$ cat config.mk
export PLATFORM = sky130hd
export DESIGN_NAME = alu_arbiter
export DESIGN_NICKNAME = d
export VERILOG_FILES = /design/src/rtl/alu_pkg.sv /design/src/rtl/alu.sv /design/src/rtl/alu_arbiter.sv
export SDC_FILE = /design/constraint.sdc
export NUM_CORES = 1
export LEC_CHECK = 0
export BUFFER_PORTS_ARGS = -buffer_cell sky130_fd_sc_hd__buf_2
export CORE_MARGIN = 8
export CORE_UTILIZATION = 57
export DETAILED_ROUTE_END_ITERATION = 10
export PLACE_DENSITY = 0.84
export SYNTH_ARGS = -nofsm -noshare
export SYNTH_HDL_FRONTEND = slang
export SYNTH_SLANG_ARGS = --single-unit
$ cat constraint.sdc
create_clock -name clk -period 8.3 [get_ports clk]
set_clock_uncertainty 0.15 [all_clocks]
set_input_delay 1.66 -clock clk [delete_from_list [all_inputs] [get_ports clk]]
set_output_delay 1.66 -clock clk [all_outputs]
set_load 0.05 [all_outputs]
$ cat src/rtl/alu_pkg.sv
`default_nettype none
// ============================================================================
//  Module      : alu_pkg
//  Description : Shared ALU control codes, arbiter state encoding and the
//                round-robin pick helper.
//  Revision    : 1.0  initial release
// ============================================================================
package alu_pkg;

    localparam logic [2:0] ALU_AND = 3'b000;
    localparam logic [2:0] ALU_OR  = 3'b001;
    localparam logic [2:0] ALU_ADD = 3'b010;
    localparam logic [2:0] ALU_SUB = 3'b110;
    localparam logic [2:0] ALU_SLT = 3'b111;

    typedef enum logic [1:0] {
        IDLE = 2'd0,
        EXEC = 2'd1,
        RESP = 2'd2
    } state_t;

    // Winner among the two requesters: on contention the one that did not
    // win last time, otherwise whichever single requester is valid.
    function automatic logic rr_pick(input logic [1:0] valid, input logic last);
        if (valid == 2'b11) begin
            return ~last;
        end
        return valid[1];
    endfunction

endpackage
`default_nettype wire

$ cat src/rtl/alu.sv
`default_nettype none
// ============================================================================
//  Module      : alu1 / alu
//  Description : 4-bit ripple ALU built from one-bit slices. control[2]
//                inverts B and injects the carry (SUB/SLT); control[1:0]
//                selects AND, OR, SUM or the set-less-than bit.
//  Revision    : 1.0  initial release
// ============================================================================
module alu1 import alu_pkg::*; (
    input  logic       a,
    input  logic       b,
    input  logic       cin,
    input  logic       less,
    input  logic [2:0] control,
    output logic       result,
    output logic       cout
);

    logic bb;
    logic sum;

    assign bb   = b ^ control[2];
    assign sum  = a ^ bb ^ cin;
    assign cout = (a & bb) | (cin & (a ^ bb));

    // Output select for this bit position.
    always_comb begin
        result = 1'b0;
        case (control[1:0])
            ALU_AND[1:0]: result = a & bb;
            ALU_OR[1:0]:  result = a | bb;
            ALU_ADD[1:0]: result = sum;
            ALU_SLT[1:0]: result = less;
            default:      result = 1'b0;
        endcase
    end

endmodule

module alu import alu_pkg::*; (
    input  logic [3:0] a,
    input  logic [3:0] b,
    input  logic [2:0] control,
    output logic [3:0] result,
    output logic       zero
);

    logic set_lt;
    logic unused_msb_cout;

    genvar i;
    for (i = 0; i < 4; i++) begin : g_slice
        logic cin;
        logic cout;
        logic res;

        if (i == 0) begin : g_lsb
            assign cin = control[2];
        end else begin : g_chain
            assign cin = g_slice[i-1].cout;
        end

        alu1 u_bit (
            .a       (a[i]),
            .b       (b[i]),
            .cin     (cin),
            .less    ((i == 0) ? set_lt : 1'b0),
            .control (control),
            .result  (res),
            .cout    (cout)
        );

        assign result[i] = res;
    end

    // Set-less-than takes the sign of A-B from the MSB sum; overflow is ignored.
    assign set_lt          = a[3] ^ b[3] ^ control[2] ^ g_slice[3].cin;
    // The MSB carry out is not exported.
    assign unused_msb_cout = g_slice[3].cout;
    assign zero            = (result == 4'd0);

endmodule
`default_nettype wire

$ cat src/rtl/alu_arbiter.sv
`default_nettype none
// ============================================================================
//  Module      : alu_arbiter
//  Description : Round-robin sharing of one 4-bit ALU between two requesters
//                with registered operands/results, valid/ready handshakes and
//                a response timeout that frees the ALU from a stalled sink.
//  Revision    : 1.0  initial release
// ============================================================================
module alu_arbiter import alu_pkg::*; #(
    parameter int TIMEOUT = 15
) (
    input  logic       clk,
    input  logic       rst_n,
    input  logic [1:0] req_valid,
    output logic [1:0] req_ready,
    input  logic [3:0] req_a0,
    input  logic [3:0] req_a1,
    input  logic [3:0] req_b0,
    input  logic [3:0] req_b1,
    input  logic [2:0] req_op0,
    input  logic [2:0] req_op1,
    output logic [1:0] rsp_valid,
    input  logic [1:0] rsp_ready,
    output logic [3:0] rsp_result,
    output logic       rsp_zero,
    output logic       rsp_timeout,
    output logic       busy
);

    localparam logic [3:0] TMO_LAST = 4'(TIMEOUT - 1);

    state_t     state;
    logic       rr_last;
    logic       gnt_id;
    logic       grant;
    logic       any_req;
    logic [3:0] a_q;
    logic [3:0] b_q;
    logic [2:0] op_q;
    logic [3:0] tmo_cnt;
    logic [3:0] alu_result;
    logic       alu_zero;

    assign any_req = |req_valid;
    assign grant   = rr_pick(req_valid, rr_last);
    assign busy    = (state != IDLE);

    // Acceptance is offered in the same IDLE cycle; held off while in reset.
    always_comb begin
        req_ready = 2'b00;
        if (rst_n && (state == IDLE) && any_req) begin
            req_ready[grant] = 1'b1;
        end
    end

    alu u_alu (
        .a       (a_q),
        .b       (b_q),
        .control (op_q),
        .result  (alu_result),
        .zero    (alu_zero)
    );

    // Grant, execute, respond; the response is dropped after TIMEOUT cycles.
    always_ff @(posedge clk or negedge rst_n) begin
        if (!rst_n) begin
            state       <= IDLE;
            rr_last     <= 1'b1;
            gnt_id      <= 1'b0;
            a_q         <= 4'd0;
            b_q         <= 4'd0;
            op_q        <= 3'd0;
            tmo_cnt     <= 4'd0;
            rsp_valid   <= 2'b00;
            rsp_result  <= 4'd0;
            rsp_zero    <= 1'b0;
            rsp_timeout <= 1'b0;
        end else begin
            rsp_timeout <= 1'b0;
            case (state)
                IDLE: begin
                    if (any_req) begin
                        gnt_id  <= grant;
                        rr_last <= grant;
                        a_q     <= grant ? req_a1  : req_a0;
                        b_q     <= grant ? req_b1  : req_b0;
                        op_q    <= grant ? req_op1 : req_op0;
                        state   <= EXEC;
                    end
                end
                EXEC: begin
                    rsp_result <= alu_result;
                    rsp_zero   <= alu_zero;
                    tmo_cnt    <= 4'd0;
                    rsp_valid  <= gnt_id ? 2'b10 : 2'b01;
                    state      <= RESP;
                end
                RESP: begin
                    // Accept beats an expiry landing in the same cycle.
                    if (rsp_ready[gnt_id]) begin
                        rsp_valid <= 2'b00;
                        state     <= IDLE;
                    end else if (tmo_cnt == TMO_LAST) begin
                        rsp_valid   <= 2'b00;
                        rsp_timeout <= 1'b1;
                        state       <= IDLE;
                    end else begin
                        tmo_cnt <= tmo_cnt + 4'd1;
                    end
                end
                default: begin
                    state <= IDLE;
                end
            endcase
        end
    end

endmodule
`default_nettype wire
==> impl_results.md <==
- PwrDens: 412 mW/mm²
- Initial Util: 0.610
- R2r setup slk: 5.22 ns
- Share of cells above drive strength 1: 0.245
- Post-Synth XOR/XNOR Area: 0.0524
- Hold WC Path Type: reg2reg
- Largest family of logic cells by synthesized area: compound AO/OA/AOI/OAI gates
- Yosys warning count: 0
- Clk buf depth: 2
- Crit path max fanout: 29
- Fill count: 210
- Final Wtd Congestion: 0.772
- Post-route DRC: 0
- Post-synthesis simple-gate area fraction: 0.103
- Synthesized area: 0.00170 mm²
- Fin. max-slew vios: 0
- Post-place setup slack: 3.77 ns
- Leak: 0.978 nW
- FF/Latch Area: 677 µm²
- RR Startpoint: op_q[2]
- CTS-repair resized insts: 0
- Compound-Gate Fraction of Synth Area: 0.136
- CTS Root Buffer Type: clkbuf_4
- # Post-CTS Setup Buffers: 0
- TritonCTS buffer count: 3
- Cts hold-fix bufs: 0
- Post-route cell area: 0.00194 mm²
- IO Count: 39
- Commonest cells post-synth: dfrtp_1 (26), inv_1 (20), nand2_1 (19)
- Sinks on Clock Net: 27
- Main synth FF type: dfrtp_1
- Max Cap Viol: 0
- #FFs+latches synth: 27
- Cells after Synth: 170
- Ys async rst share: 1.00
- CP required: 6.49 ns
- Port Buffer Count: 38
- CP Capture Type: output port
- Seq/Total Area, Yosys: 0.399
- Row count: 19
- Post-synth top area cell: dfrtp_1
- Hold EP: rsp_result[2]
- N_diodes: 0
- Worst reg-to-reg path cell count: 7
- Tot GR Track Use: 0.139
- Count leader, synth: dfrtp_1
- Wire per inst: 14.4 µm
- Share of the synthesized area in the top cell type: 0.384
- Area contributors post-synth: dfrtp_1 (38%), ha_1 (9.6%), mux2i_1 (9.4%)
- Total core area: 0.00278 mm²
- Chip Width: 70.5 µm
- Headroom to the max-slew limit: 0.587
- Vias: 1,327
- First-pass GRT wire length: 5.90 mm
- Vias in the first global route: 1,396
- Worst-path clk slew: 0.15 ns
- TritonCTS clock tree: yes
- Tightest Pin Transition: 0.620 ns
- Die area: 0.00498 mm²
- Synthesis-to-layout area growth: 14.2%
- HP Start: rsp_result[2]
- H-Tree Depth: 1
- Unrepaired setup endpoints after global routing: false
- Worst R2R End: rsp_result[0]
- Total chip power: 798 µW
- Type of the worst setup path: in2out
- Syn avg cell area: 9.97 µm²
- Number of synthesized flops with an enable pin: 0
- Critical Path Start Type: primary input
- Yosys cell types: 34
- Final count of negative-setup-slack endpoints: 0
- Hold Vio Cnt, Final: 0
- Grt total ovfl: 0
- DP Wirelength: 2.78 mm
- DRT Pass-1 Iters: 4
- Max Freq: 223 MHz
- Mux cell area share after synthesis: 0.128
- Post-Route WL: 3.43 mm
- Cell Area, Placed: 0.00191 mm²
- Met1 Wirelength: 1.57 mm
- Tmin final: 4.49 ns
- CP arrival: 2.68 ns
- Post-route setup slack: 3.81 ns
- Skew-Pair Late Insertion Delay: 0.33 ns
- Mapped Nets: 213
- Worst vdd ir: 0.277 mV
- Synth Area in Adders: 0.120
- Antenna viol nets, final: 0
- Iter 0 DRT Violations: 47
- Outcome: finished, final reports clean
- Routed vias/inst: 5.55
- Initial antenna violation count: 0
- Met2 routed WL: 1.68 mm
- Die Y-Extent: 70.5 µm
- Top Layer Used: met4
- Setup TNS: 0 ns
- Nets@finish: 252
- Hold path cells: 1
- Fin crit share: 0.541
- Largest net degree at the start of global routing: 30
- Met3 wire len: 143 µm
- Multi-input gate area: 912 µm²
registers in the layout, indices dropped and copies added (netlist names):
register	cells
rsp_zero	1
rr_last	1
gnt_id	1
a_q	4
op_q	3
state	2
b_q	4
rsp_result	4
tmo_cnt	4
rsp_valid	2
rsp_timeout	1
layout make-up:
type	count	share of cell area
flip-flops and latches	27	0.350
clock inverters	1	0.00259
multi-input cells	117	0.471
repair buffers	40	0.106
inverters	20	0.0388
clock buffers	3	0.0116
well taps	31	0.0200
cell families after synthesis:
group	count (synthesis)
buffers and inverters	26
XOR/XNOR	8
flip-flops	27
AND/OR/NAND/NOR	37
adder cells (fa/ha/maj)	15
multiplexers	20
AO/OA/AOI/OAI	37
report_power, final:
group	switching [mW]	internal, mW	total (mW)	leakage (nW)
Clock	0.0389	0.0181	0.0570	0.0177
Sequential	0.0633	0.190	0.253	0.337
Combinational	0.287	0.201	0.488	0.623
Total	0.390	0.408	0.798	0.978
metrics by stage:
| step | cells | hold slack, ns | util |
|---|---|---|---|
| floorplan | 170 | 0.319 | - |
| global placement | 235 | 0.309 | 0.686 |
| detailed placement | 235 | 0.313 | 0.686 |
| CTS | 239 | 0.347 | 0.696 |
| global route | 239 | 0.361 | 0.696 |
| finish | 239 | 0.341 | 0.696 |
worst max-delay path, cell delays in order:
cell     delay (ns)
buf_2          0.49
nor3b_1        0.24
buf_2          0.29
how the worst max path moves through the flow:
stage | from | to | slack [ns] | depth (start not counted)
6_report | rst_n | req_ready[0] | 3.81 | 3
5_1_grt | rst_n | req_ready[0] | 3.68 | 3
4_1_cts | rst_n | req_ready[0] | 3.76 | 3
3_5_place_dp | rst_n | req_ready[0] | 3.77 | 3
3_3_place_gp | rst_n | req_ready[0] | 3.79 | 3
2_1_floorplan | req_valid[1] | req_ready[0] | 3.23 | 3
metal layers:
layer	up-vias	track usage
met5	-	0
met4	0	0.0438
met3	6	0.0321
met2	32	0.241
met1	632	0.167
li1	657	-
cell usage in the layout (no fill, tap or decap):
| master | n |
|---|---|
| o22ai_1 | 5 |
| ha_1 | 13 |
| o211ai_1 | 1 |
| dfstp_2 | 1 |
| and3_1 | 3 |
| buf_2 | 38 |
| o21a_1 | 2 |
| mux2i_1 | 16 |
| xnor2_1 | 1 |
| a31oi_1 | 4 |
| o21ai_0 | 12 |
| buf_4 | 2 |
| xnor2_4 | 1 |
| nor2_1 | 4 |
| nand4b_1 | 1 |
| nor3b_1 | 1 |
| dfrtp_1 | 26 |
| nand2_1 | 19 |
| clkbuf_4 | 3 |
| o21ai_1 | 1 |
| inv_1 | 20 |
| mux2_2 | 3 |
| a21boi_1 | 1 |
| nand2b_1 | 4 |
| a22o_1 | 1 |
| xor2_1 | 6 |
| a21oi_1 | 6 |
| a21o_1 | 1 |
| nand3_1 | 3 |
| a41oi_1 | 1 |
| a21boi_0 | 1 |
| mux4_2 | 1 |
| clkinv_2 | 1 |
| nor2b_1 | 2 |
| fa_1 | 2 |
| o32ai_2 | 1 |
Power figures use the tool's default switching activity.
